===== src/rtl/mux_sel_arbiter.sv =====
// mux_sel_arbiter: round-robin select generator for a downstream 4:1 mux.
// Offers one channel at a time (sel/valid/gnt, all registered) and holds the
// offer until ready accepts it. Optional burst mode is controlled by the
// macro MUX_SEL_ARBITER_BURST_EN: when defined, a channel may keep the grant
// for up to MAX_HOLD consecutive transfers; when undefined, the grant
// rotates after every accepted transfer and MAX_HOLD has no effect.
module mux_sel_arbiter #(
  parameter int MAX_HOLD = 4
) (
  input  logic       clk,
  input  logic       rst,
  input  logic [3:0] req,
  input  logic       ready,
  output logic [1:0] sel,
  output logic       valid,
  output logic [3:0] gnt
);

  // Reject out-of-range hold limits at elaboration time.
  if (MAX_HOLD < 1 || MAX_HOLD > 15) begin : g_max_hold_range
    $error("mux_sel_arbiter: MAX_HOLD must be within 1..15");
  end

  typedef enum logic {
    IDLE  = 1'b0,
    GRANT = 1'b1
  } state_t;

  state_t     state_r;
  logic [1:0] last_r;        // channel that completed the most recent burst
  logic [1:0] pick_idle_s;   // round-robin winner starting after last_r
  logic [1:0] pick_next_s;   // round-robin winner starting after sel
  logic       any_req_s;
  logic       stay_s;        // accepted transfer keeps the same channel

`ifdef MUX_SEL_ARBITER_BURST_EN
  localparam logic [3:0] HOLD_LIM = 4'(MAX_HOLD);
  logic [3:0] beat_r;        // transfers completed in the current burst
`endif

  // First requester scanning base+1, base+2, base+3, base; base itself is
  // reached last, so the current channel only wins when nobody else asks.
  function automatic logic [1:0] rr_pick(input logic [3:0] r, input logic [1:0] base);
    logic [1:0] pick;
    logic [1:0] cand;
    logic       found;
    pick  = base;
    found = 1'b0;
    for (int k = 1; k <= 4; k++) begin
      cand = base + 2'(k);
      if (!found && r[cand]) begin
        pick  = cand;
        found = 1'b1;
      end
    end
    return pick;
  endfunction

  // One-hot decode of a channel number.
  function automatic logic [3:0] onehot(input logic [1:0] s);
    return 4'b0001 << s;
  endfunction

  // Arbitration decisions derived from the current request vector.
  always_comb begin
    any_req_s   = |req;
    pick_idle_s = rr_pick(req, last_r);
    pick_next_s = rr_pick(req, sel);
`ifdef MUX_SEL_ARBITER_BURST_EN
    if (req[sel] && ((beat_r + 4'd1) < HOLD_LIM)) begin
      stay_s = 1'b1;
    end else begin
      stay_s = 1'b0;
    end
`else
    stay_s = 1'b0;
`endif
  end

  // Arbiter FSM with registered sel/valid/gnt outputs.
  always_ff @(posedge clk) begin
    if (rst) begin
      state_r <= IDLE;
      valid   <= 1'b0;
      sel     <= 2'd0;
      gnt     <= 4'b0000;
      last_r  <= 2'd3;
`ifdef MUX_SEL_ARBITER_BURST_EN
      beat_r  <= 4'd0;
`endif
    end else begin
      case (state_r)
        IDLE: begin
          if (any_req_s) begin
            state_r <= GRANT;
            valid   <= 1'b1;
            sel     <= pick_idle_s;
            gnt     <= onehot(pick_idle_s);
`ifdef MUX_SEL_ARBITER_BURST_EN
            beat_r  <= 4'd0;
`endif
          end else begin
            state_r <= IDLE;
          end
        end
        GRANT: begin
          if (ready) begin
            if (stay_s) begin
`ifdef MUX_SEL_ARBITER_BURST_EN
              beat_r <= beat_r + 4'd1;
`endif
            end else begin
              last_r <= sel;
`ifdef MUX_SEL_ARBITER_BURST_EN
              beat_r <= 4'd0;
`endif
              if (any_req_s) begin
                sel <= pick_next_s;
                gnt <= onehot(pick_next_s);
              end else begin
                state_r <= IDLE;
                valid   <= 1'b0;
                gnt     <= 4'b0000;
              end
            end
          end else begin
            // Offer is held unchanged until accepted.
            state_r <= GRANT;
          end
        end
        default: begin
          state_r <= IDLE;
          valid   <= 1'b0;
          gnt     <= 4'b0000;
        end
      endcase
    end
  end

endmodule

===== config.mk =====
export PLATFORM = sky130hd
export DESIGN_NAME = mux_sel_arbiter
export DESIGN_NICKNAME = d
export VERILOG_FILES = /design/src/rtl/mux_sel_arbiter.sv
export SDC_FILE = /design/constraint.sdc
export NUM_CORES = 1
export LEC_CHECK = 0
export ABC_AREA = 1
export CORE_MARGIN = 5
export CORE_UTILIZATION = 55
export DETAILED_ROUTE_END_ITERATION = 10
export GPL_ROUTABILITY_DRIVEN = 0
export PLACE_DENSITY = 0.86
export SYNTH_ARGS = -nofsm -noshare
export SYNTH_HDL_FRONTEND = slang
export SYNTH_SLANG_ARGS = --single-unit

===== constraint.sdc =====
create_clock -name clk -period 4.81 [get_ports clk]
set_clock_uncertainty 0.15 [all_clocks]
set_input_delay 0.7215 -clock clk [delete_from_list [all_inputs] [get_ports clk]]
set_output_delay 0.7215 -clock clk [all_outputs]
set_load 0.01 [all_outputs]

==> impl_metrics.tcl <==
set metrics [dict create \
    wire_per_inst_um 10.52 \
    via_per_inst 5.176 \
    yosysWarningCount 0 \
    status "finished clean" \
    synth_top_area_share_pct 27.43 \
    io_buffers 13 \
    fmax_ghz 0.4123 \
    h-tree-depth 1 \
    numCtsBuffers 3 \
    tightestPinTransition_ns 0.5227 \
    syn_to_final_growth_pct 14.13 \
    ys_async_sr_fraction_pct 0 \
    dieArea_um2 2891 \
    drtPass1Iterations 7 \
    slew_viol_final 0 \
    synth_area_leaders "nand2_1 (27%), dfxtp_1 (19%), nand3_1 (9.0%)" \
    maxCapViolations 0 \
    ctsHoldBuffers 0 \
    die_h_um 53.77 \
    ys_seq_elements 10 \
    stdcell_count 222 \
    drcViolationCount 0 \
    syn_inst 185 \
    synth_adder_area_share_pct 2.375 \
    wl_um 2335 \
    die_w_um 53.77 \
    synth_edf_count 0 \
    pwr-share-comb_pct 57.1 \
    antenna_found_initial 0 \
    setup_viol 0 \
    synth_nets 194 \
    start_util_pct 59.09 \
    cpMostUsedCell "inv_1" \
    ios 14 \
    synth_xor_area_share_pct 0 \
    p_total_uw 383.7 \
    path_max_fanout 4 \
    fin_crit_ns 2.426 \
    switchingPower_uw 180.0 \
    antenna-diode-count 0 \
    netlist_area_um2 1054 \
    internal_power_uw 203.8 \
    ys_seq_area_share_pct 19.00 \
    syn_area_per_cell_um2 5.695 \
    synth_mux_area_share_pct 0 \
    max_stage_delay_ns 0.57 \
    period_share_pct 50.43 \
    setup-tns-final_ns 0 \
    rsz0062_at_grt "false" \
    synthTopCellsByCount "nand2_1 (77), nand3_1 (19), inv_1 (18)" \
    cts_sinks 10 \
    grt.total_usage_pct 19.87 \
    layout.nets 208 \
    synth_top_area_cell "nand2_1" \
    end_kind "flip-flop" \
    clock_path_buffers 2 \
    yosysMostFrequentCell "nand2_1" \
    critPathKind "input port to flip-flop" \
    cp-start-kind "input port" \
    ys_types 24 \
    grt_pass1_wl_um 4284 \
    drtAntennaViolNets 0 \
    cts_tree "yes" \
    p_per_area_nw_per_um2 319.1 \
    drt-initial-drc-count 30 \
    r2r_slack_ns 2.77 \
    cts_root_buffer "clkbuf_4" \
    fill_cells 162 \
    grt_start_max_net_pins 12 \
    synth-simple-area-share_pct 58.79 \
    postCtsSetupBuffers 0 \
    grt_pass1_vias 1087 \
    clk_latency_ns 0.26 \
    dp_hpwl_um 1870 \
    peakVddDrop_uv 224.0 \
    row_count 15 \
    vias 1149 \
    core_um2 1783 \
    gr-total-overflow 0 \
    swShare_pct 46.90 \
    power.leakage_nw 0.6833 \
    clkTransAtPathRegs_ns 0.07 \
    hold_viol 0 \
    crit_chain "clkdlybuf4s50_1 -> inv_1 -> nand4_1 -> inv_1 -> ha_1 -> nor3_1 -> o21ai_0 -> o21ai_0 -> inv_1" \
    cp_slowest_cell "clkdlybuf4s50_1" \
    cp.arrival_ns 2.44 \
    hp-class "flip-flop to flip-flop" \
    drive_above_1_share_pct 14.21 \
    dp_cells 219 \
    required_ns 4.82 \
    p_clk_share_pct 14.8 \
    synth_top_family_by_area "simple AND/OR/NAND/NOR gates" \
    synth_compound_area_share_pct 7.957 \
    pwr-share-seq_pct 28.2 \
    cts_resized 0 \
    synth_top_flop_cell "dfxtp_1" \
    slew_headroom_pct 64.92 \
]
layout make-up:
type                            instances  area (um2)  share of cell area, %
Clock buffer                            3       22.52                  1.873
Sequential cell                        10       200.2                  16.65
Multi-Input combinational cell        149       728.2                  60.56
Timing Repair Buffer                   13       130.1                  10.82
Inverter                               22       90.09                  7.492
Tap cell                               25       31.28                  2.601
worst max-delay path: cells and delay by family:
family	cells	cell delay, ns
adder cells (fa/ha/maj)	1	0.18
buffers and inverters	4	0.81
AND/OR/NAND/NOR	2	0.43
AO/OA/AOI/OAI	2	0.29
final timing paths:
kind | to | cells after the start | from
worst min register to register | valid$_SDFFE_PP0P_ | 2 | valid$_SDFFE_PP0P_
worst min-delay path | valid$_SDFFE_PP0P_ | 2 | valid$_SDFFE_PP0P_
worst max register to register | gnt[3]$_SDFFE_PP0P_ | 13 | last_r[0]$_SDFFE_PP1P_
worst max-delay path | sel[0]$_SDFFE_PP0P_ | 9 | req[1]
layout by cell type, fill, tap and decap left out, types with 2 or more instances in the layout:
cell type         n
nand2_4           6
a21oi_1           6
nor2_2            4
inv_1            18
nand4_1           2
clkbuf_4          3
dfxtp_1          10
o211ai_1          2
inv_2             2
nand3_1          19
nand2_1          77
clkdlybuf4s50_1  13
nand2_2          10
o21ai_0           4
ha_1              2
o21ai_1           2
nor2_1           12
through the flow:
stage	instance area, um2	utilization [%]	hold WS, ns	setup slack (ns)
after floorplan	1054	-	0.3729	2.899
after global placement	1180	66.18	0.3479	2.208
after detailed placement	1180	66.18	0.3633	2.118
after CTS	1202	67.44	0.3710	2.393
after global routing	1202	67.44	0.4354	2.288
final	1202	67.44	0.3665	2.384
power groups by stage:
stage	combinational, mW	clock, mW	sequential [mW]
final	0.219	0.0567	0.108
after global routing	0.250	0.0631	0.110
after CTS	0.219	0.0598	0.108
after detailed placement	0.218	0	0.110
after global placement	0.211	0	0.109
after floorplan	0.173	0	0.107
cells by family (layout without fill, tap and decap cells):
group | Yosys count | count (layout)
buf+inv | 26 | 38
simple gates | 132 | 132
flops | 10 | 10
fa+ha+maj | 2 | 2
compound gates | 15 | 15
flip-flops by register name, summed over array words and instances (netlist names):
register / flops
last_r: 2
gnt: 4
valid: 1
state_r: 1
sel: 2
layer usage:
layer	share of wire [%]	global-route usage, %	wire length (um)
met1	46	23.49	1073
met2	48	34.68	1116
met3	4.2	2.770	99
met4	2.0	9.787	46
met5	0	0	0
(Power assumes the default switching activity.)
